$ cat config.mk
export PLATFORM = sky130hd
export DESIGN_NAME = nogtx_word_aligner_flat
export DESIGN_NICKNAME = d
export VERILOG_FILES = /design/src/rtl/nogtx_word_aligner_if.sv /design/src/rtl/nogtx_word_aligner.sv /design/src/flat_wrapper.sv
export SDC_FILE = /design/constraint.sdc
export NUM_CORES = 1
export LEC_CHECK = 0
export CORE_MARGIN = 10
export CORE_UTILIZATION = 50
export DETAILED_ROUTE_END_ITERATION = 8
export GPL_TIMING_DRIVEN = 0
export PLACE_DENSITY = 0.71
export SYNTH_ARGS = -nofsm -noshare
export SYNTH_HDL_FRONTEND = slang
export SYNTH_SLANG_ARGS = --single-unit
$ cat constraint.sdc
create_clock -name clk320 -period 2.9 [get_ports clk320]
set_input_delay 0.725 -clock clk320 [delete_from_list [all_inputs] [get_ports clk320]]
set_output_delay 0.725 -clock clk320 [all_outputs]
set_load 0.01 [all_outputs]
$ cat src/rtl/nogtx_word_aligner_if.sv
// Signal bundle between the bit latch / control plane and the word aligner.
// master drives the serial bit and controls, slave is the aligner itself.
interface nogtx_word_aligner_if #(
    parameter int WORD_BITS = 8
);
    localparam int SW = $clog2(WORD_BITS);

    logic                 enable;
    logic                 polarity;
    logic                 msb_first;
    logic                 auto_mode;
    logic                 bitslip;
    logic                 din;
    logic [WORD_BITS-1:0] dout;
    logic                 dout_valid;
    logic                 locked;
    logic                 align_error;
    logic [SW-1:0]        slip_offset;
    logic [7:0]           lock_loss_cnt;

    modport master (
        output enable, polarity, msb_first, auto_mode, bitslip, din,
        input  dout, dout_valid, locked, align_error, slip_offset, lock_loss_cnt
    );

    modport slave (
        input  enable, polarity, msb_first, auto_mode, bitslip, din,
        output dout, dout_valid, locked, align_error, slip_offset, lock_loss_cnt
    );
endinterface

$ cat src/rtl/nogtx_word_aligner.sv
// Serial-to-word deserialiser with bit-slip word alignment and lock tracking.
// A slip cycle holds the phase counter, pushing every later boundary one bit later.
module nogtx_word_aligner #(
    parameter int                   WORD_BITS    = 8,
    parameter logic [WORD_BITS-1:0] SYNC_WORD    = 'h3C,
    parameter int                   LOCK_COUNT   = 4,
    parameter int                   SYNC_WINDOW  = 16,
    parameter int                   SEARCH_LIMIT = 32
) (
    input  logic                  clk320,
    input  logic                  rst,
    nogtx_word_aligner_if.slave   bus
);
    localparam int SW = $clog2(WORD_BITS);

    typedef enum logic [1:0] {
        ST_SEARCH,
        ST_VERIFY,
        ST_LOCKED
    } state_t;

    state_t               r_state;
    logic [WORD_BITS-1:0] r_sr;
    logic [SW-1:0]        r_phase;
    logic                 r_slip_pend;
    logic [3:0]           r_match_cnt;
    logic [7:0]           r_miss_cnt;
    logic [15:0]          r_search_cnt;
    logic [WORD_BITS-1:0] r_dout;
    logic                 r_dout_valid;
    logic                 r_locked;
    logic                 r_align_error;
    logic [SW-1:0]        r_slip_offset;
    logic [7:0]           r_lock_loss_cnt;

    logic                 w_bit;
    logic [WORD_BITS-1:0] w_sr_next;
    logic                 w_boundary;
    logic                 w_match;
    logic                 w_manual_req;

    assign w_bit        = bus.din ^ bus.polarity;
    assign w_boundary   = (r_phase == SW'(WORD_BITS - 1)) && !r_slip_pend;
    assign w_match      = (w_sr_next == SYNC_WORD);
    assign w_manual_req = bus.bitslip && !bus.auto_mode;

    always_comb begin
        w_sr_next = r_sr;
        if (bus.msb_first)
            w_sr_next = {r_sr[WORD_BITS-2:0], w_bit};
        else
            w_sr_next = {w_bit, r_sr[WORD_BITS-1:1]};
    end

    always_ff @(posedge clk320) begin
        if (rst || !bus.enable) begin
            r_state       <= ST_SEARCH;
            r_sr          <= '0;
            r_phase       <= '0;
            r_slip_pend   <= 1'b0;
            r_match_cnt   <= '0;
            r_miss_cnt    <= '0;
            r_search_cnt  <= '0;
            r_dout        <= '0;
            r_dout_valid  <= 1'b0;
            r_locked      <= 1'b0;
            r_align_error <= 1'b0;
            r_slip_offset <= '0;
            if (rst)
                r_lock_loss_cnt <= '0;
        end else begin
            r_sr         <= w_sr_next;
            r_dout_valid <= 1'b0;

            if (r_slip_pend) begin
                r_slip_pend   <= 1'b0;
                r_slip_offset <= (r_slip_offset == SW'(WORD_BITS - 1)) ? '0 : r_slip_offset + 1'b1;
                // Only a manual slip can land while locked; it invalidates the boundary.
                if (r_state == ST_LOCKED) begin
                    r_state      <= ST_SEARCH;
                    r_locked     <= 1'b0;
                    r_miss_cnt   <= '0;
                    r_search_cnt <= '0;
                    if (r_lock_loss_cnt != 8'hFF)
                        r_lock_loss_cnt <= r_lock_loss_cnt + 1'b1;
                end
            end else begin
                r_phase <= (r_phase == SW'(WORD_BITS - 1)) ? '0 : r_phase + 1'b1;
            end

            if (w_manual_req && !r_slip_pend)
                r_slip_pend <= 1'b1;

            if (w_boundary) begin
                r_dout       <= w_sr_next;
                r_dout_valid <= 1'b1;
                case (r_state)
                    ST_SEARCH: begin
                        if (w_match) begin
                            if (LOCK_COUNT == 1) begin
                                r_state    <= ST_LOCKED;
                                r_locked   <= 1'b1;
                                r_miss_cnt <= '0;
                            end else begin
                                r_state     <= ST_VERIFY;
                                r_match_cnt <= 4'd1;
                            end
                        end else begin
                            if (bus.auto_mode)
                                r_slip_pend <= 1'b1;
                            if (r_search_cnt < 16'(SEARCH_LIMIT))
                                r_search_cnt <= r_search_cnt + 1'b1;
                            if (r_search_cnt >= 16'(SEARCH_LIMIT - 1))
                                r_align_error <= 1'b1;
                        end
                    end
                    ST_VERIFY: begin
                        if (w_match) begin
                            if (r_match_cnt == 4'(LOCK_COUNT - 1)) begin
                                r_state    <= ST_LOCKED;
                                r_locked   <= 1'b1;
                                r_miss_cnt <= '0;
                            end else begin
                                r_match_cnt <= r_match_cnt + 1'b1;
                            end
                        end else begin
                            r_state     <= ST_SEARCH;
                            r_match_cnt <= '0;
                            if (bus.auto_mode)
                                r_slip_pend <= 1'b1;
                        end
                    end
                    ST_LOCKED: begin
                        if (w_match) begin
                            r_miss_cnt <= '0;
                        end else if (r_miss_cnt == 8'(SYNC_WINDOW - 1)) begin
                            r_state      <= ST_SEARCH;
                            r_locked     <= 1'b0;
                            r_miss_cnt   <= '0;
                            r_match_cnt  <= '0;
                            r_search_cnt <= '0;
                            if (r_lock_loss_cnt != 8'hFF)
                                r_lock_loss_cnt <= r_lock_loss_cnt + 1'b1;
                        end else begin
                            r_miss_cnt <= r_miss_cnt + 1'b1;
                        end
                    end
                    default: r_state <= ST_SEARCH;
                endcase
            end
        end
    end

    assign bus.dout          = r_dout;
    assign bus.dout_valid    = r_dout_valid;
    assign bus.locked        = r_locked;
    assign bus.align_error   = r_align_error;
    assign bus.slip_offset   = r_slip_offset;
    assign bus.lock_loss_cnt = r_lock_loss_cnt;
endmodule

$ cat src/flat_wrapper.sv
// flat-port wrapper written by rule: the top's interface ports become plain ports
module nogtx_word_aligner_flat 
#(
    parameter int                   WORD_BITS    = 8,
    parameter logic [WORD_BITS-1:0] SYNC_WORD    = 'h3C,
    parameter int                   LOCK_COUNT   = 4,
    parameter int                   SYNC_WINDOW  = 16,
    parameter int                   SEARCH_LIMIT = 32
)
  (clk320, rst, bus_enable, bus_polarity, bus_msb_first, bus_auto_mode, bus_bitslip, bus_din, bus_dout, bus_dout_valid, bus_locked, bus_align_error, bus_slip_offset, bus_lock_loss_cnt);
  nogtx_word_aligner_if #(.WORD_BITS(WORD_BITS)) bus_i ();
  input  logic clk320;
  input  logic rst;
  input wire logic [$bits(bus_i.enable)-1:0] bus_enable;
  input wire logic [$bits(bus_i.polarity)-1:0] bus_polarity;
  input wire logic [$bits(bus_i.msb_first)-1:0] bus_msb_first;
  input wire logic [$bits(bus_i.auto_mode)-1:0] bus_auto_mode;
  input wire logic [$bits(bus_i.bitslip)-1:0] bus_bitslip;
  input wire logic [$bits(bus_i.din)-1:0] bus_din;
  output wire logic [$bits(bus_i.dout)-1:0] bus_dout;
  output wire logic [$bits(bus_i.dout_valid)-1:0] bus_dout_valid;
  output wire logic [$bits(bus_i.locked)-1:0] bus_locked;
  output wire logic [$bits(bus_i.align_error)-1:0] bus_align_error;
  output wire logic [$bits(bus_i.slip_offset)-1:0] bus_slip_offset;
  output wire logic [$bits(bus_i.lock_loss_cnt)-1:0] bus_lock_loss_cnt;
  assign bus_i.enable = bus_enable;
  assign bus_i.polarity = bus_polarity;
  assign bus_i.msb_first = bus_msb_first;
  assign bus_i.auto_mode = bus_auto_mode;
  assign bus_i.bitslip = bus_bitslip;
  assign bus_i.din = bus_din;
  assign bus_dout = bus_i.dout;
  assign bus_dout_valid = bus_i.dout_valid;
  assign bus_locked = bus_i.locked;
  assign bus_align_error = bus_i.align_error;
  assign bus_slip_offset = bus_i.slip_offset;
  assign bus_lock_loss_cnt = bus_i.lock_loss_cnt;
  nogtx_word_aligner #(.WORD_BITS(WORD_BITS), .SYNC_WORD(SYNC_WORD), .LOCK_COUNT(LOCK_COUNT), .SYNC_WINDOW(SYNC_WINDOW), .SEARCH_LIMIT(SEARCH_LIMIT)) u_core (.clk320(clk320), .rst(rst), .bus(bus_i));
endmodule
==> impl_metrics.json <==
{
  "grt_overflow_total": 0,
  "synth_cells": 337,
  "synthesis.area_mm2": 0.00317,
  "cts_root_buf": "clkbuf_8",
  "wl_met3_um": 405,
  "io_pins": 30,
  "p_leak_nw": 1.34,
  "multi_input_area_mm2": 0.00173,
  "wl_met2_um": 3410,
  "maxClockFrequency_mhz": 370,
  "finalHoldViolCount": 0,
  "cts_buffer_depth": 2,
  "p_total_mw": 1.74,
  "cts_sinks": 64,
  "async_reset_ff_frac": 0,
  "drt-pass1-iter-count": 4,
  "slew_viol_final": 0,
  "rsz0062_at_grt": "false",
  "syn2layout_area_growth_pct": 18.5,
  "antennaDiodeCount": 0,
  "holdWs_ns": 0.427,
  "start_util": 0.526,
  "final_cells": 457,
  "die_area_mm2": 0.00993,
  "final-seq-area_mm2": 0.00136,
  "worstPathArrival_ns": 2.95,
  "grt_pass1_vias": 2566,
  "synth_area_leaders": "dfxtp_1 35%, edfxtp_1 7.6%, ha_1 5.1%, nor2_1 4.7%, mux2i_1 3.2%",
  "critPathBufInv": 2,
  "drive_gt1_frac": 0.113,
  "endpoint_kind": "flip-flop",
  "yosys_warnings": 0,
  "path_cells": "clkdlybuf4s50_1, mux2_2, o2111ai_4, nor2_2, buf_4, a211oi_1, a21oi_2, mux2_2",
  "grt_pass1_wl_um": 12200,
  "clk_latency_ns": 0.35,
  "finalWirelength_um": 7150,
  "path_clk_slew_ns": 0.07,
  "post-cts-setup-buffer-count": 0,
  "dpl.hpwl_um": 5250,
  "ys_ff_latch": 64,
  "top_layer": "met4",
  "synth-edff-count": 8,
  "seq_area_frac_synth": 0.429,
  "met1_length_um": 3240,
  "worst_setup_path_start_kind": "primary input",
  "synth_cell_type_count": 63,
  "crit_top_cell": "mux2_2",
  "tightest_slew_ns": 0.613,
  "grt_max_degree": 12,
  "setup_viol": 0,
  "final_core_util": 0.623,
  "syn_avg_cell_area_um2": 9.41,
  "placement.io_buffers": 29,
  "drt_iter0_markers": 139,
  "holdCritPathClass": "flip-flop to flip-flop",
  "cts_hold_buf": 0,
  "cts_buffers": 9,
  "dp.cells": 441,
  "synth_top_flop_cell": "dfxtp_1",
  "syn_nets": 358,
  "synth_top_area_share": 0.354,
  "chipWidth_um": 99.6,
  "fp-row-count": 28,
  "crit_fanout": 10,
  "num_vias": 2632,
  "crit_path_top_delay_cell": "clkdlybuf4s50_1",
  "htree_num_levels": 3,
  "place_congestion": 0.889,
  "cpPeakStageDelay_ns": 0.58,
  "slew_headroom": 0.589,
  "cap_violations": 0,
  "grt_usage": 0.150,
  "period_needed_ns": 2.70,
  "skew_ns": 0.00996,
  "antenna_left": 0,
  "final.period_utilization": 0.931,
  "core_mm2": 0.00603,
  "die_y_um": 99.6,
  "antenna_found_initial": 0,
  "cts_tree": "built",
  "yosysTopAreaCell": "dfxtp_1",
  "status": "finished, final reports clean",
  "worst-endpoint-required_ns": 3.15,
  "wire_per_inst_um": 15.6,
  "worstSetupPathType": "primary input to flip-flop",
  "power_density_mw_per_mm2": 463,
  "nets": 398,
  "peakVddDrop_mv": 0.467,
  "cpLargestDelayFamily": "buffers and inverters",
  "drc": 0,
  "fill_cells": 551,
  "vias_per_cell": 5.76
}
==> worst register-to-register path, cell delays in order, from the launching register on <==
cell and delay (ns):
dfxtp_1 0.43, inv_1 0.09, ha_1 0.25, buf_1 0.26
nand2_1 0.40, nand2_1 0.21, a211oi_1 0.55, o21ai_0 0.17
o21ai_0 0.09
==> sequential cells by signal, summed over array words and instances, names as in the netlist <==
signal and count:
u_core.bus.align_error 1, u_core.bus.dout 8, u_core.bus.dout_valid 1, u_core.bus.lock_loss_cnt 8
u_core.bus.locked 1, u_core.bus.slip_offset 3, u_core.r_match_cnt 4, u_core.r_miss_cnt 8
u_core.r_phase 3, u_core.r_search_cnt 16, u_core.r_slip_pend 1, u_core.r_sr 8
u_core.r_state 2
==> worst paths after layout <==
check                                       startpoint                      to  slack [ns]  depth (start not counted)
worst max-delay path                     bus_msb_first  u_core.r_search_cnt[0]        0.20                          8
worst min register to register  u_core.r_search_cnt[9]  u_core.r_search_cnt[9]        0.43                          2
worst min-delay path            u_core.r_search_cnt[9]  u_core.r_search_cnt[9]        0.43                          2
worst max register to register       u_core.r_state[0]    u_core.r_miss_cnt[2]        0.36                          8
==> timing repair <==
item                                    in CTS  in global routing
endpoints found under the setup margin       0                  7
endpoints found under the hold margin        0                  0
gates resized for setup                      0                  2
==> metrics by stage <==
stage / TNS, ns / cell area, um2 / setup slack [ns]
after global routing: 0 / 3760 / 0.0587
after detailed placement: -2.87 / 3550 / -0.234
after CTS: 0 / 3740 / 0.0332
final: 0 / 3760 / 0.200
after global placement: -2.45 / 3550 / -0.219
after floorplan: 0 / 3170 / 0.629
==> cell usage after synthesis, drive strengths merged, types with 7 or more instances <==
library cell  number
nor3              10
clkbuf             7
ha                13
o21ai             13
and3              13
a211oi            14
a31oi              7
a21oi             16
mux2i             10
nor2              42
inv               10
nor4               7
dfxtp             56
edfxtp             8
and2               9
nand2             22
==> logic make-up after synthesis <==
kind of cell	count (synthesis)	share of synthesized area
buffers and inverters	22	0.0304
adder cells (fa/ha/maj)	13	0.0513
multiplexers	15	0.0493
AND/OR/NAND/NOR	135	0.230
XOR/XNOR	7	0.0193
AO/OA/AOI/OAI	81	0.191
flip-flops	64	0.429
==> cell type report <==
cell class	count	area share
buffer	12	0.0157
clock buffer	10	0.0340
clock inverter	6	0.0157
inverter	10	0.00999
multi-input combinational	251	0.460
sequential	64	0.362
tap	75	0.0250
timing repair buffer	29	0.0773
==> routing by layer <==
metal / up-vias / track usage
met5: - / 0
met4: 0 / 0.0606
met3: 8 / 0.0588
met2: 53 / 0.233
met1: 1246 / 0.180
li1: 1325 / -
==> report_power, final <==
group / internal (mW) / total (mW) / switching, mW
Combinational: 0.0386 / 0.0834 / 0.0448
Clock: 0.392 / 0.738 / 0.346
Sequential: 0.907 / 0.917 / 0.0100
==> placed cells by master, fill, tap and decap left out, types with 6 or more instances in the layout <==
cell type,count
a21oi_1,14
inv_1,10
o21ai_0,11
nor2_1,40
clkdlybuf4s50_1,29
a31oi_1,7
clkbuf_1,8
nand3_1,6
nand2b_1,6
a211oi_1,13
nand2_1,22
dfxtp_1,56
and2_1,8
xnor2_1,6
ha_1,13
edfxtp_1,8
mux2i_1,10
and3_1,13
nor3_1,10
clkbuf_8,9
Power figures use the tool's default switching activity.
